[config.mk]
export PLATFORM = sky130hd
export DESIGN_NAME = pmod_cls_spi_responder
export DESIGN_NICKNAME = d
export VERILOG_FILES = /design/src/rtl/pmod_stand_spi_solo_pkg.sv /design/src/rtl/spi_mode0_byte_rx.sv /design/src/rtl/pmod_cls_spi_responder.sv
export SDC_FILE = /design/constraint.sdc
export NUM_CORES = 1
export LEC_CHECK = 0
export CORE_ASPECT_RATIO = 0.9
export CORE_MARGIN = 2
export CORE_UTILIZATION = 58
export CTS_BUF_LIST = sky130_fd_sc_hd__clkbuf_8
export CTS_CLUSTER_SIZE = 14
export DETAILED_ROUTE_END_ITERATION = 10
export GPL_ROUTABILITY_DRIVEN = 0
export GPL_TIMING_DRIVEN = 0
export PLACE_DENSITY_LB_ADDON = 0.05
export RECOVER_POWER = 25
export SYNTH_ARGS = -nofsm -noshare
export SYNTH_HDL_FRONTEND = slang
export SYNTH_SLANG_ARGS = --single-unit
[constraint.sdc]
create_clock -name i_ext_spi_clk_x -period 8.05 [get_ports i_ext_spi_clk_x]
set_input_delay 1.61 -clock i_ext_spi_clk_x [delete_from_list [all_inputs] [get_ports i_ext_spi_clk_x]]
set_output_delay 1.61 -clock i_ext_spi_clk_x [all_outputs]
set_load 0.01 [all_outputs]
[src/rtl/pmod_stand_spi_solo_pkg.sv]
// Shared ASCII codes, types and helpers for the PMOD CLS SPI link and its responder model.
package pmod_stand_spi_solo_pkg;

  localparam logic [7:0] ASCII_CLS_ESC            = 8'h1B;
  localparam logic [7:0] ASCII_CLS_BRACKET        = 8'h5B;
  localparam logic [7:0] ASCII_CLS_CHAR_ZERO      = 8'h30;
  localparam logic [7:0] ASCII_CLS_CHAR_NINE      = 8'h39;
  localparam logic [7:0] ASCII_CLS_CHAR_SEMICOLON = 8'h3B;
  localparam logic [7:0] ASCII_CLS_CHAR_SPACE     = 8'h20;
  localparam logic [7:0] ASCII_CLS_CHAR_TILDE     = 8'h7E;
  localparam logic [7:0] ASCII_CLS_DISP_CLR_CMD   = 8'h6A;
  localparam logic [7:0] ASCII_CLS_CURSOR_POS_CMD = 8'h48;

  localparam int unsigned c_cls_resp_max_param = 99;

  typedef logic [127:0] t_pmod_cls_ascii_line_16;

  typedef enum logic [1:0] {
    ST_TEXT,
    ST_ESC,
    ST_CSI,
    ST_PARAM
  } t_cls_resp_state;

  function automatic logic f_is_printable(input logic [7:0] ch);
    return (ch >= ASCII_CLS_CHAR_SPACE) && (ch <= ASCII_CLS_CHAR_TILDE);
  endfunction

  function automatic logic f_is_digit(input logic [7:0] ch);
    return (ch >= ASCII_CLS_CHAR_ZERO) && (ch <= ASCII_CLS_CHAR_NINE);
  endfunction

  // Decimal accumulate p*10 + digit, clamped so the 7-bit parameter never overflows.
  function automatic logic [6:0] f_param_accum(input logic [6:0] p, input logic [7:0] ch);
    logic [10:0] acc;
    acc = ({4'd0, p} * 11'd10) + {7'd0, ch[3:0]};
    if (acc > 11'(c_cls_resp_max_param)) return 7'(c_cls_resp_max_param);
    return acc[6:0];
  endfunction

endpackage

[src/rtl/spi_mode0_byte_rx.sv]
// SPI mode 0 byte receiver: pin synchronizers, SCK/CSn edge detect and MSB-first shift register.
module spi_mode0_byte_rx (
  input  logic       i_ext_spi_clk_x,
  input  logic       i_arst_n,
  input  logic       i_sck,
  input  logic       i_csn,
  input  logic       i_copi,
  output logic       o_byte_stb,
  output logic [7:0] o_byte,
  output logic       o_csn_rise,
  output logic       o_partial
);

  logic [2:0] sck_sync_reg;
  logic [2:0] csn_sync_reg;
  logic [1:0] copi_sync_reg;
  logic [2:0] bit_cnt_reg;
  logic [6:0] shift_reg;
  logic [7:0] byte_reg;
  logic       byte_stb_reg;
  logic       csn_rise_reg;
  logic       partial_reg;

  logic sck_rise;
  logic csn_rise;
  logic cs_active;
  logic copi_bit;

  // Edges are taken between the second and third flop so the first two stages settle metastability.
  assign sck_rise  = sck_sync_reg[1] & ~sck_sync_reg[2];
  assign csn_rise  = csn_sync_reg[1] & ~csn_sync_reg[2];
  assign cs_active = ~csn_sync_reg[1];
  assign copi_bit  = copi_sync_reg[1];

  always_ff @(posedge i_ext_spi_clk_x or negedge i_arst_n) begin
    if (!i_arst_n) begin
      sck_sync_reg  <= 3'b000;
      csn_sync_reg  <= 3'b111;
      copi_sync_reg <= 2'b00;
    end else begin
      sck_sync_reg  <= {sck_sync_reg[1:0], i_sck};
      csn_sync_reg  <= {csn_sync_reg[1:0], i_csn};
      copi_sync_reg <= {copi_sync_reg[0], i_copi};
    end
  end

  always_ff @(posedge i_ext_spi_clk_x or negedge i_arst_n) begin
    if (!i_arst_n) begin
      bit_cnt_reg  <= 3'd0;
      shift_reg    <= 7'd0;
      byte_reg     <= 8'd0;
      byte_stb_reg <= 1'b0;
      csn_rise_reg <= 1'b0;
      partial_reg  <= 1'b0;
    end else begin
      byte_stb_reg <= 1'b0;
      csn_rise_reg <= 1'b0;
      if (csn_rise) begin
        csn_rise_reg <= 1'b1;
        partial_reg  <= (bit_cnt_reg != 3'd0);
        bit_cnt_reg  <= 3'd0;
      end else if (cs_active && sck_rise) begin
        shift_reg   <= {shift_reg[5:0], copi_bit};
        bit_cnt_reg <= bit_cnt_reg + 3'd1;
        if (bit_cnt_reg == 3'd7) begin
          byte_stb_reg <= 1'b1;
          byte_reg     <= {shift_reg, copi_bit};
        end
      end
    end
  end

  assign o_byte_stb = byte_stb_reg;
  assign o_byte     = byte_reg;
  assign o_csn_rise = csn_rise_reg;
  assign o_partial  = partial_reg;

endmodule

[src/rtl/pmod_cls_spi_responder.sv]
// PMOD CLS display emulator: decodes text and ESC[ clear/cursor commands into a 2x16 buffer.
// Define PMOD_CLS_RESP_WRAP_EN to wrap the cursor to the other row after column 15.
module pmod_cls_spi_responder
  import pmod_stand_spi_solo_pkg::*;
#(
  parameter int unsigned FCLK = 20000000
) (
  input  logic                    i_ext_spi_clk_x,
  input  logic                    i_arst_n,
  input  logic                    i_sck,
  input  logic                    i_csn,
  input  logic                    i_copi,
  output t_pmod_cls_ascii_line_16 o_line1,
  output t_pmod_cls_ascii_line_16 o_line2,
  output logic                    o_cursor_row,
  output logic [3:0]              o_cursor_col,
  output logic                    o_byte_valid,
  output logic [7:0]              o_byte_data,
  output logic                    o_cmd_clear,
  output logic                    o_cmd_cursor,
  output logic                    o_frame_err,
  output logic                    o_seq_err
);

  if (FCLK == 0) begin : g_fclk_check
    $error("FCLK must be nonzero");
  end

  logic       rx_stb;
  logic [7:0] rx_byte;
  logic       rx_csn_rise;
  logic       rx_partial;

  spi_mode0_byte_rx u_byte_rx (
    .i_ext_spi_clk_x (i_ext_spi_clk_x),
    .i_arst_n        (i_arst_n),
    .i_sck           (i_sck),
    .i_csn           (i_csn),
    .i_copi          (i_copi),
    .o_byte_stb      (rx_stb),
    .o_byte          (rx_byte),
    .o_csn_rise      (rx_csn_rise),
    .o_partial       (rx_partial)
  );

  t_cls_resp_state         state_reg, state_next;
  logic [6:0]              p0_reg, p0_next;
  logic [6:0]              p1_reg, p1_next;
  logic                    idx_reg, idx_next;
  t_pmod_cls_ascii_line_16 line1_reg, line1_next;
  t_pmod_cls_ascii_line_16 line2_reg, line2_next;
  logic                    row_reg, row_next;
  logic [3:0]              col_reg, col_next;
  logic                    clr_reg, clr_next;
  logic                    cur_reg, cur_next;
  logic                    ferr_reg, ferr_next;
  logic                    serr_reg, serr_next;
  logic                    pend_reg, pend_next;
  logic                    pend_partial_reg, pend_partial_next;
  logic                    csn_partial;

  always_ff @(posedge i_ext_spi_clk_x or negedge i_arst_n) begin
    if (!i_arst_n) begin
      state_reg        <= ST_TEXT;
      p0_reg           <= 7'd0;
      p1_reg           <= 7'd0;
      idx_reg          <= 1'b0;
      line1_reg        <= {16{ASCII_CLS_CHAR_SPACE}};
      line2_reg        <= {16{ASCII_CLS_CHAR_SPACE}};
      row_reg          <= 1'b0;
      col_reg          <= 4'd0;
      clr_reg          <= 1'b0;
      cur_reg          <= 1'b0;
      ferr_reg         <= 1'b0;
      serr_reg         <= 1'b0;
      pend_reg         <= 1'b0;
      pend_partial_reg <= 1'b0;
    end else begin
      state_reg        <= state_next;
      p0_reg           <= p0_next;
      p1_reg           <= p1_next;
      idx_reg          <= idx_next;
      line1_reg        <= line1_next;
      line2_reg        <= line2_next;
      row_reg          <= row_next;
      col_reg          <= col_next;
      clr_reg          <= clr_next;
      cur_reg          <= cur_next;
      ferr_reg         <= ferr_next;
      serr_reg         <= serr_next;
      pend_reg         <= pend_next;
      pend_partial_reg <= pend_partial_next;
    end
  end

  always_comb begin
    state_next        = state_reg;
    p0_next           = p0_reg;
    p1_next           = p1_reg;
    idx_next          = idx_reg;
    line1_next        = line1_reg;
    line2_next        = line2_reg;
    row_next          = row_reg;
    col_next          = col_reg;
    clr_next          = 1'b0;
    cur_next          = 1'b0;
    ferr_next         = 1'b0;
    serr_next         = 1'b0;
    pend_next         = pend_reg;
    pend_partial_next = pend_partial_reg;
    csn_partial       = 1'b0;

    if (rx_stb) begin
      // A CSn rise landing with a byte is deferred so the byte is decoded first.
      if (rx_csn_rise) begin
        pend_next         = 1'b1;
        pend_partial_next = pend_partial_reg | rx_partial;
      end
      case (state_reg)
        ST_TEXT: begin
          if (rx_byte == ASCII_CLS_ESC) begin
            state_next = ST_ESC;
          end else if (f_is_printable(rx_byte)) begin
            if (row_reg) line2_next[{~col_reg, 3'b000} +: 8] = rx_byte;
            else         line1_next[{~col_reg, 3'b000} +: 8] = rx_byte;
            if (col_reg == 4'd15) begin
`ifdef PMOD_CLS_RESP_WRAP_EN
              col_next = 4'd0;
              row_next = ~row_reg;
`else
              col_next = col_reg;
`endif
            end else begin
              col_next = col_reg + 4'd1;
            end
          end
        end
        ST_ESC: begin
          if (rx_byte == ASCII_CLS_BRACKET) begin
            state_next = ST_CSI;
            p0_next    = 7'd0;
            p1_next    = 7'd0;
            idx_next   = 1'b0;
          end else begin
            serr_next  = 1'b1;
            state_next = ST_TEXT;
          end
        end
        ST_CSI, ST_PARAM: begin
          state_next = ST_TEXT;
          if (f_is_digit(rx_byte)) begin
            if (idx_reg) p1_next = f_param_accum(p1_reg, rx_byte);
            else         p0_next = f_param_accum(p0_reg, rx_byte);
            state_next = ST_PARAM;
          end else if (rx_byte == ASCII_CLS_CHAR_SEMICOLON) begin
            if (idx_reg) begin
              serr_next = 1'b1;
            end else begin
              idx_next   = 1'b1;
              state_next = ST_PARAM;
            end
          end else if (rx_byte == ASCII_CLS_DISP_CLR_CMD) begin
            if (p0_reg == 7'd0) begin
              line1_next = {16{ASCII_CLS_CHAR_SPACE}};
              line2_next = {16{ASCII_CLS_CHAR_SPACE}};
              row_next   = 1'b0;
              col_next   = 4'd0;
              clr_next   = 1'b1;
            end
          end else if (rx_byte == ASCII_CLS_CURSOR_POS_CMD) begin
            if ((p0_reg <= 7'd1) && (p1_reg <= 7'd15)) begin
              row_next = p0_reg[0];
              col_next = p1_reg[3:0];
              cur_next = 1'b1;
            end
          end else begin
            serr_next = 1'b1;
          end
        end
        default: state_next = ST_TEXT;
      endcase
    end else if (rx_csn_rise || pend_reg) begin
      csn_partial       = (rx_csn_rise & rx_partial) | (pend_reg & pend_partial_reg);
      ferr_next         = csn_partial || (state_reg != ST_TEXT);
      state_next        = ST_TEXT;
      pend_next         = 1'b0;
      pend_partial_next = 1'b0;
    end
  end

  assign o_line1      = line1_reg;
  assign o_line2      = line2_reg;
  assign o_cursor_row = row_reg;
  assign o_cursor_col = col_reg;
  assign o_byte_valid = rx_stb;
  assign o_byte_data  = rx_byte;
  assign o_cmd_clear  = clr_reg;
  assign o_cmd_cursor = cur_reg;
  assign o_frame_err  = ferr_reg;
  assign o_seq_err    = serr_reg;

endmodule

Yosys cells after proc, flatten, opt, wreduce, memory -nomap -nowiden
Index checks and enable logic that the tools add are counted.
- register bits: 313
- input port bits: 5
- $add $sub $neg: 5
- multipliers: 2
- $lt $le $gt $ge: 8
- equal/unequal tests: 30
- shift operators: 2
- muxes and demuxes: 95
- bitwise operators: 13
- reduce and logical (&&, ||, !) cells: 28
- operator list (cell ; count):
    $mux 128 ; 10
    $pmux 128 s2 ; 2
    $bwmux 128 ; 2
    $shift 8x9->128 const A ; 1
    $shiftx 8x9->128 ; 1
    $mux 7 ; 9
    $mux 1 ; 48
    $mux 4 ; 9
    $ne 2x2->1 const B ; 15
    $pmux 7 s2 ; 2
    $eq 8x7->1 const B ; 3
    $add 11x4->11 ; 2
    $gt 11x7->1 const B ; 2
    $mul 7x3->10 const B ; 2
    $reduce_and 9->1 ; 2
    $ge 8x6->1 const B ; 2
    $reduce_and 5->1 ; 3
    $mux 2 ; 7
    $reduce_bool 2->1 ; 7
    $ne 3x3->1 const B ; 4
    $reduce_and 10->1 ; 1
    $neg 7->9 ; 1
    $eq 8x5->1 const B ; 1
    $eq 8x6->1 const B ; 1
    other kinds (28) ; 46

Logic depth before layout (Yosys ltp)
Gate-level depths: netlist of the first run.
- word-level depth: 12
- gate-level depth with buffers: 11
- depth with buffers taken out: 9

Hierarchy
Synthesis of the first run repeated with hierarchy kept, for this count alone.
- cell total of the unflattened synthesis: 1235
- area, all modules: 14036.0 µm²
- by module, submodules not included (module ; instances ; cells an instance ; area an instance (µm²) ; sequential area each (µm²)):
    pmod_cls_spi_responder ; 1 ; 1168 ; 12982.5 ; 7146.9
    spi_mode0_byte_rx ; 1 ; 67 ; 1053.5 ; 729.4

Least setup slack after synthesis of the first run
No wires, ideal clock.
- path kind: flip-flop to flip-flop
- start: register p0_reg[1]
- end: register p0_reg[0]
- library setup time: 124 ps
- data arrival time: 2757 ps
- required time: 7926 ps
- path slack: 5169 ps
- stages on the path, launching flop included: 10
- buffers on the path: 0
- cells stage by stage: dfrtp_1 -> ha_1 -> ha_1 -> fa_1 -> xnor2_1 -> nand4b_1 -> a2111oi_0 -> o211ai_1 -> a211o_1 -> o31a_1
- longest elaborated chain between the ends: 12
- RTL lines (element ; RTL line ; source):
    start, declared ; pmod_cls_spi_responder.sv:47 ; logic [6:0] p0_reg, p0_next;
    start signal, assigned ; pmod_cls_spi_responder.sv:80 ; p0_reg <= p0_next;
    $mul 7x3->10 ; pmod_stand_spi_solo_pkg.sv:36 ; acc = ({4'd0, p} * 11'd10) + {7'd0, ch[3:0]};
    $add 11x4->11 ; pmod_stand_spi_solo_pkg.sv:36 ;
    $gt 11x7->1 ; pmod_stand_spi_solo_pkg.sv:37 ; if (acc > 11'(c_cls_resp_max_param)) return 7'(c_cls_resp_max_param);
    $mux 1 ; pmod_stand_spi_solo_pkg.sv:37 ;
    $mux 1 ; pmod_cls_spi_responder.sv:152 ; if (idx_reg) p1_next = f_param_accum(p1_reg, rx_byte);
    $mux 1 ; pmod_cls_spi_responder.sv:151 ; if (f_is_digit(rx_byte)) begin
    $mux 1 ; pmod_cls_spi_responder.sv:119 ; case (state_reg)
    $mux 1 ; pmod_cls_spi_responder.sv:113 ; if (rx_stb) begin
    $mux 7 ; pmod_stand_spi_solo_pkg.sv:38 ; return acc[6:0];
    $mux 7 ; pmod_cls_spi_responder.sv:152 ;
    $mux 7 ; pmod_cls_spi_responder.sv:151 ;
    $pmux 7 s2 ; pmod_cls_spi_responder.sv:119 ;
No other way between the ends. The select of a mux whose other input is x is not followed.
A chain may end at the register's enable or synchronous reset.

Worst setup path in the final report of the first run
- start: register u_byte_rx.byte_reg[2] (netlist: u_byte_rx.o_byte[2])
- end: output o_byte_data[2]
- RTL lines (element ; RTL line ; source):
    start, declared ; spi_mode0_byte_rx.sv:19 ; logic [7:0] byte_reg;
    start signal, assigned ; spi_mode0_byte_rx.sv:67 ; byte_reg <= {shift_reg, copi_bit};
    end, declared ; pmod_cls_spi_responder.sv:18 ; output logic [7:0] o_byte_data,
No word-level cell between the ends.

==> impl_metrics.ini, run 1 <==
[status]
outcome = completed

[timing]
fin_crit_sh_pct = 44.61
setup_viol = 0
setup_tns_ps = 0
finClkSkew_ps = 18.01
setup_ws_ps = 4459
slew_headroom_pct = 29.92
finalMaxSlewViolations = 0
fin_crit_ps = 3591
final_hold_viol_count = 0
fmax_ghz = 0.2785
rsz0062_at_grt = false
tightest_slew_ps = 1048

[min_path]
hp-class = flop to flop

[clock_network]
clkSinkCount = 313
cts_tree = built
cts-root-buf = clkbuf_8
cts_hold_buffers = 0
clk_latency_ps = 580
cts_repair_resize_count = 0
post_cts_buffers = 0
h-tree-depth = 2
clk_pin_slew_ps = 60
cts_made_buffers = 49
cts_buffer_depth = 3

[yosys]
yosysWarnings = 0
synthesis.nets = 1235
syn_area_um2 = 13870
synth.largest_area_cell = dfrtp_1
seq_area_frac_synth_pct = 56.79
synth_top_area_share_pct = 50.16
synth_area_leaders = dfrtp_1 (50%), dfstp_2 (6.6%), a22o_1 (6.6%)
synth_edf_count = 0
synthArstFlopShare_pct = 100.0
synth.distinct_cells = 78
syn-instance-count = 1193
ys_seq_elements = 313
avgSynthCellArea_um2 = 11.62
yosys_most_used_dff = dfrtp_1

[layout]
n_antenna_cell = 0
n_fill_cell = 1547
final_nets = 1566
area_delta_synth_final_pct = 30.73
multi_input_area_um2 = 5602
drive_above_1_share_pct = 12.52
seq_area_um2 = 7876

[placed_design]
post-place-ws_ps = 4619
dp_hpwl_um = 28520
port_buffers = 278

[detailed_routing]
routedWlPerCell_um = 21.92
drtPass1Iterations = 6
vias_per_cell = 6.106
drc_errors = 0
dr_total_vias = 11400
drt_iter0_drc = 1218
ant_nets = 0
routed_wl_um = 40930

[grt]
grt_pass1_wl_um = 63800
antenna_found_initial = 0
grt_pass1_vias = 11010
grtUsageTotal_pct = 32.45
grt_max_degree = 124
grt_overflow_total = 0

[setup_path]
critical_path.max_stage_delay_ps = 750
rrSetupSlack_ps = 4470
start_kind = flop
crit_required_ps = 6440
cp_top_family = flip-flops
crit_path_max_fanout = 13
cpMaxStageDelayCell = dfrtp_1
worst-path-buf-inv = 1
criticalPathCategory = flop to primary output
path_cells = clkdlybuf4s50_1
worstPathArrival_ps = 1980
worst_setup_path_end_kind = primary output

[power_and_ir_drop]
pwr-share-seq_pct = 52.6
vdd_drop_max_uv = 137.2
combPwrFrac_pct = 2.0
p_leak_nw = 7.993
intPower_mw = 2.361
power_density_nw_per_um2 = 168.8
clockPowerShare_pct = 45.5
p_switching_mw = 0.6989
p_sw_share_pct = 22.84
p_total_mw = 3.060

[floorplanning]
dieArea_um2 = 25170
ioPinCount = 279
core_um2 = 23410
num_rows = 53
die_y_um = 150.7
start_util_pct = 59.24
die_w_um = 167.0

[run]
maxCapViolCount = 0
==> cell type report <==
cell class / instances / area share (%)
Sequential cell: 313 / 43.44
Multi-Input combinational cell: 793 / 30.90
Timing Repair Buffer: 280 / 15.68
Clock buffer: 67 / 5.086
Tap cell: 302 / 2.084
Buffer: 71 / 1.822
Clock inverter: 25 / 0.6556
Inverter: 16 / 0.3313
==> metrics by stage <==
step / util, % / instances / area, um2 / hold WS, ps
after CTS: 77.45 / 1867 / 18130 / 338.6
after detailed placement: 73.00 / 1775 / 17090 / 334.7
after global placement: 72.75 / 1773 / 17030 / 333.0
after global routing: 77.45 / 1867 / 18130 / 366.0
after floorplan: - / 1193 / 13870 / 331.2
final: 77.45 / 1867 / 18130 / 334.3
==> layout by cell type (no fill, tap or decap), types with 7 or more instances in the layout <==
cell type        synthesis  layout
mux2_2                  42      42
clkbuf_1                39      39
ha_1                    33      33
and2_1                  57      56
clkbuf_8                 0      67
o2bb2ai_1               48      48
buf_2                   10      10
dfstp_2                 35      34
nand2_1                 99      99
dfrtp_1                278     278
o21ai_1                 16      16
a21o_1                   7       7
a22o_1                 104     104
clkdlybuf4s50_1          0     274
clkinv_2                 0       9
nand2b_1                 7       7
nor2_1                  49      49
nor3b_1                 13      13
a21oi_1                 33      33
o21a_1                   8       8
buf_1                   14      14
nor2b_1                 22      22
nor4_1                   9       9
o21ai_0                 51      51
nor3_1                  17      17
a31oi_1                 23      23
nand3_1                 22      22
xnor2_1                 11      11
inv_1                   16      29
==> cell usage after synthesis (5+ instances only) <==
| cell type | n |
|---|---|
| mux2_2 | 42 |
| o22ai_1 | 5 |
| a2bb2oi_1 | 5 |
| dfrtp_1 | 278 |
| a2111oi_0 | 5 |
| nor2b_1 | 22 |
| nor3_1 | 17 |
| nor4_1 | 9 |
| inv_1 | 16 |
| a21oi_1 | 33 |
| nand2_1 | 99 |
| ha_1 | 33 |
| nor3b_1 | 13 |
| and2_1 | 57 |
| o21ai_0 | 51 |
| o21ai_1 | 16 |
| and3_1 | 6 |
| o311ai_0 | 6 |
| buf_2 | 10 |
| a21o_1 | 7 |
| nand3_1 | 22 |
| nand4_1 | 6 |
| a22o_1 | 104 |
| a31oi_1 | 23 |
| clkbuf_1 | 39 |
| buf_1 | 14 |
| xor2_1 | 5 |
| nor2_1 | 49 |
| dfstp_2 | 35 |
| a32o_1 | 6 |
| o21a_1 | 8 |
| o2bb2ai_1 | 48 |
| xnor2_1 | 11 |
| nand2b_1 | 7 |
==> cells by family after synthesis <==
logic type      share of synthesized area (%)
compound gates                          19.69
simple gates                            12.48
flops                                   56.79
buf+inv                                 2.815
mux                                     3.663
fa+ha+maj                               3.555
xor+xnor                                1.010
==> power groups by stage <==
stage	Clock, mW	Combinational, mW	Sequential [mW]
finish	1.39	0.0610	1.61
global route	1.48	0.0717	1.61
CTS	1.40	0.0640	1.61
detailed placement	0	0.0640	1.64
global placement	0	0.0577	1.64
floorplan	0	0.0215	1.63
==> per-layer routing <==
layer	share of wire, %	vias to the layer above	GRT usage, %	routed length [um]
met4	3.0	0	11.68	1217
met2	45	596	48.87	18570
met1	42	5602	45.89	17120
li1	-	5114	-	-
met5	0	-	0	0
met3	9.8	87	8.570	4026
==> path summary, 6_finish.rpt <==
path,depth (start not counted),from,end
max,1,u_byte_rx.o_byte[2],o_byte_data[2]
min,0,u_byte_rx.copi_sync_reg[0],u_byte_rx.copi_sync_reg[1]
max reg2reg,10,o_cursor_col[0],o_line1[102]
min reg2reg,0,u_byte_rx.copi_sync_reg[0],u_byte_rx.copi_sync_reg[1]
max in group asynchronous,2,i_arst_n,p0_reg[6]
min in group asynchronous,1,i_arst_n,o_line2[31]
No activity file was read; power rests on OpenSTA's default activity.
==> inputs of run 2 (changes only) <==
- CORE_UTILIZATION: 58 -> 48
- clock period: 8.05 -> 2.9 ns (I/O delays scaled with it)
==> run 2 against run 1 <==
The flow now finishes with violations (capacitance limit, slew limit, setup timing). Hold slack improved by 9.2 ps. Non-clock buffer count increased by 7. Register-to-register slack got worse by 4500 ps. Utilization shrank 13 points. Clock skew up 22 ps. Flip-flop and latch count stayed put.
==> impl_metrics.ini, run 2 (synthesized netlist as in run 1, its figures left out) <==
[status]
outcome = finished, violations left
failed_checks = capacitance limit, slew limit, setup timing

[setup_path]
crit_path_max_fanout = 5
crit_required_ps = 3350
cpMaxStageDelayCell = fa_2
critical_path.max_stage_delay_ps = 460
worst-path-buf-inv = 0
start_kind = flop
cp_top_family = compound AO/OA/AOI/OAI gates
path_cells = ha_1, fa_2, xnor2_4, nand4b_1, a2111oi_4, o211ai_1, a211o_1, o31a_1
criticalPathCategory = flop to flop
worstPathArrival_ps = 3400
worst_setup_path_end_kind = flop

[clock_network]
cts_made_buffers = 52
h-tree-depth = 2
clk_latency_ps = 600
cts-root-buf = clkbuf_8
clk_pin_slew_ps = 60
cts_buffer_depth = 3
cts_hold_buffers = 0
clkSinkCount = 313
cts_tree = built

[layout]
n_fill_cell = 2221
final_nets = 1576
n_antenna_cell = 0
final_area_um2 = 18600
final_common_cell = clkdlybuf4s50_1
drive_above_1_share_pct = 16.60
final_cell_mix = clkdlybuf4s50_1 (274), dfrtp_1 (272), a22o_1 (104)
area_delta_synth_final_pct = 34.11

[detailed_routing]
routed_wl_um = 42480
drtPass1Iterations = 4
dr_total_vias = 11240
routedWlPerCell_um = 21.85
drc_errors = 0
drt_iter0_drc = 796
ant_nets = 0
vias_per_cell = 5.782

[timing]
final_hold_viol_count = 0
worst_hold_slack_ps = 343.4
slew_headroom_pct = -62.97
finClkSkew_ps = 40.19
fmax_ghz = 0.3390
fin_crit_sh_pct = 101.7
fin_crit_ps = 2950
setup_tns_ps = -108.1
tightest_slew_ps = 2445
finalMaxSlewViolations = 96
setup_ws_ps = -49.98
rsz0062_at_grt = true
setup_viol = 4

[grt]
grtUsageTotal_pct = 27.67
gr-usage-met3_pct = 6.623
grt_pass1_vias = 11000
top_usage_layer = met2
grt_max_degree = 114
grt_overflow_total = 0
antenna_found_initial = 0
grt_util_met2_pct = 41.68
grt_pass1_wl_um = 64670
grt_use_met1_pct = 39.84

[power_and_ir_drop]
p_total_mw = 8.831
vdd_drop_max_uv = 427.9
power_density_nw_per_um2 = 474.8
p_leak_nw = 8.126

[floorplanning]
num_rows = 59
core_um2 = 28640
die_y_um = 165.3
die_w_um = 183.2
ioPinCount = 279
dieArea_um2 = 30270
start_util_pct = 48.42

[placed_design]
post-place-ws_ps = -430.2
port_buffers = 278
dp_hpwl_um = 29130
placed_area_um2 = 17170

[run]
maxCapViolCount = 1

[min_path]
hp-class = flop to flop
[run 2: power by group]
part           total (mW)  switching [mW]  internal (mW)
combinational       0.166           0.112         0.0540
clock                4.20            1.89           2.31
sequential           4.46          0.0371           4.43
[run 2: path summary, 6_finish.rpt]
check,end,startpoint,cells after the start,slack [ps]
max,p0_reg[1],p0_reg[2],8,-50
min,u_byte_rx.sck_sync_reg[1],u_byte_rx.sck_sync_reg[0],0,340
max reg2reg,p0_reg[1],p0_reg[2],8,-50
min reg2reg,u_byte_rx.sck_sync_reg[1],u_byte_rx.sck_sync_reg[0],0,340
max in group asynchronous,o_line2[87],i_arst_n,2,420
min in group asynchronous,o_line1[42],i_arst_n,1,730
[run 2: final cells by class]
cell class / count / area [um2] / area share, %
flip-flops and latches: 313 / 7884 / 42.39
multi-input cells: 793 / 5832 / 31.36
repair buffers: 287 / 2873 / 15.45
clock buffers: 65 / 894.6 / 4.810
well taps: 366 / 457.9 / 2.462
plain buffers: 71 / 355.3 / 1.911
clock inverters: 33 / 242.7 / 1.305
inverters: 16 / 60.06 / 0.3229
[run 2: metrics by stage]
step                std cells  util [%]
CTS                      1942     64.41
global placement         1837     59.73
finish                   1944     64.94
detailed placement       1839     59.94
floorplan                1193         -
global route             1944     64.94
[run 2: what timing repair did]
| action | 4_1_cts | 5_1_grt |
|---|---|---|
| gates resized for setup | 27 | 53 |
| pin swaps | 5 | 10 |
| setup buffers | 5 | 2 |
| setup endpoints to repair | 118 | 133 |
[run 2: routing by layer]
metal	part of all wire, %	wire length (um)
met4	2.8	1176
met5	0	0
met2	44	18750
met3	8.1	3449
met1	45	19100
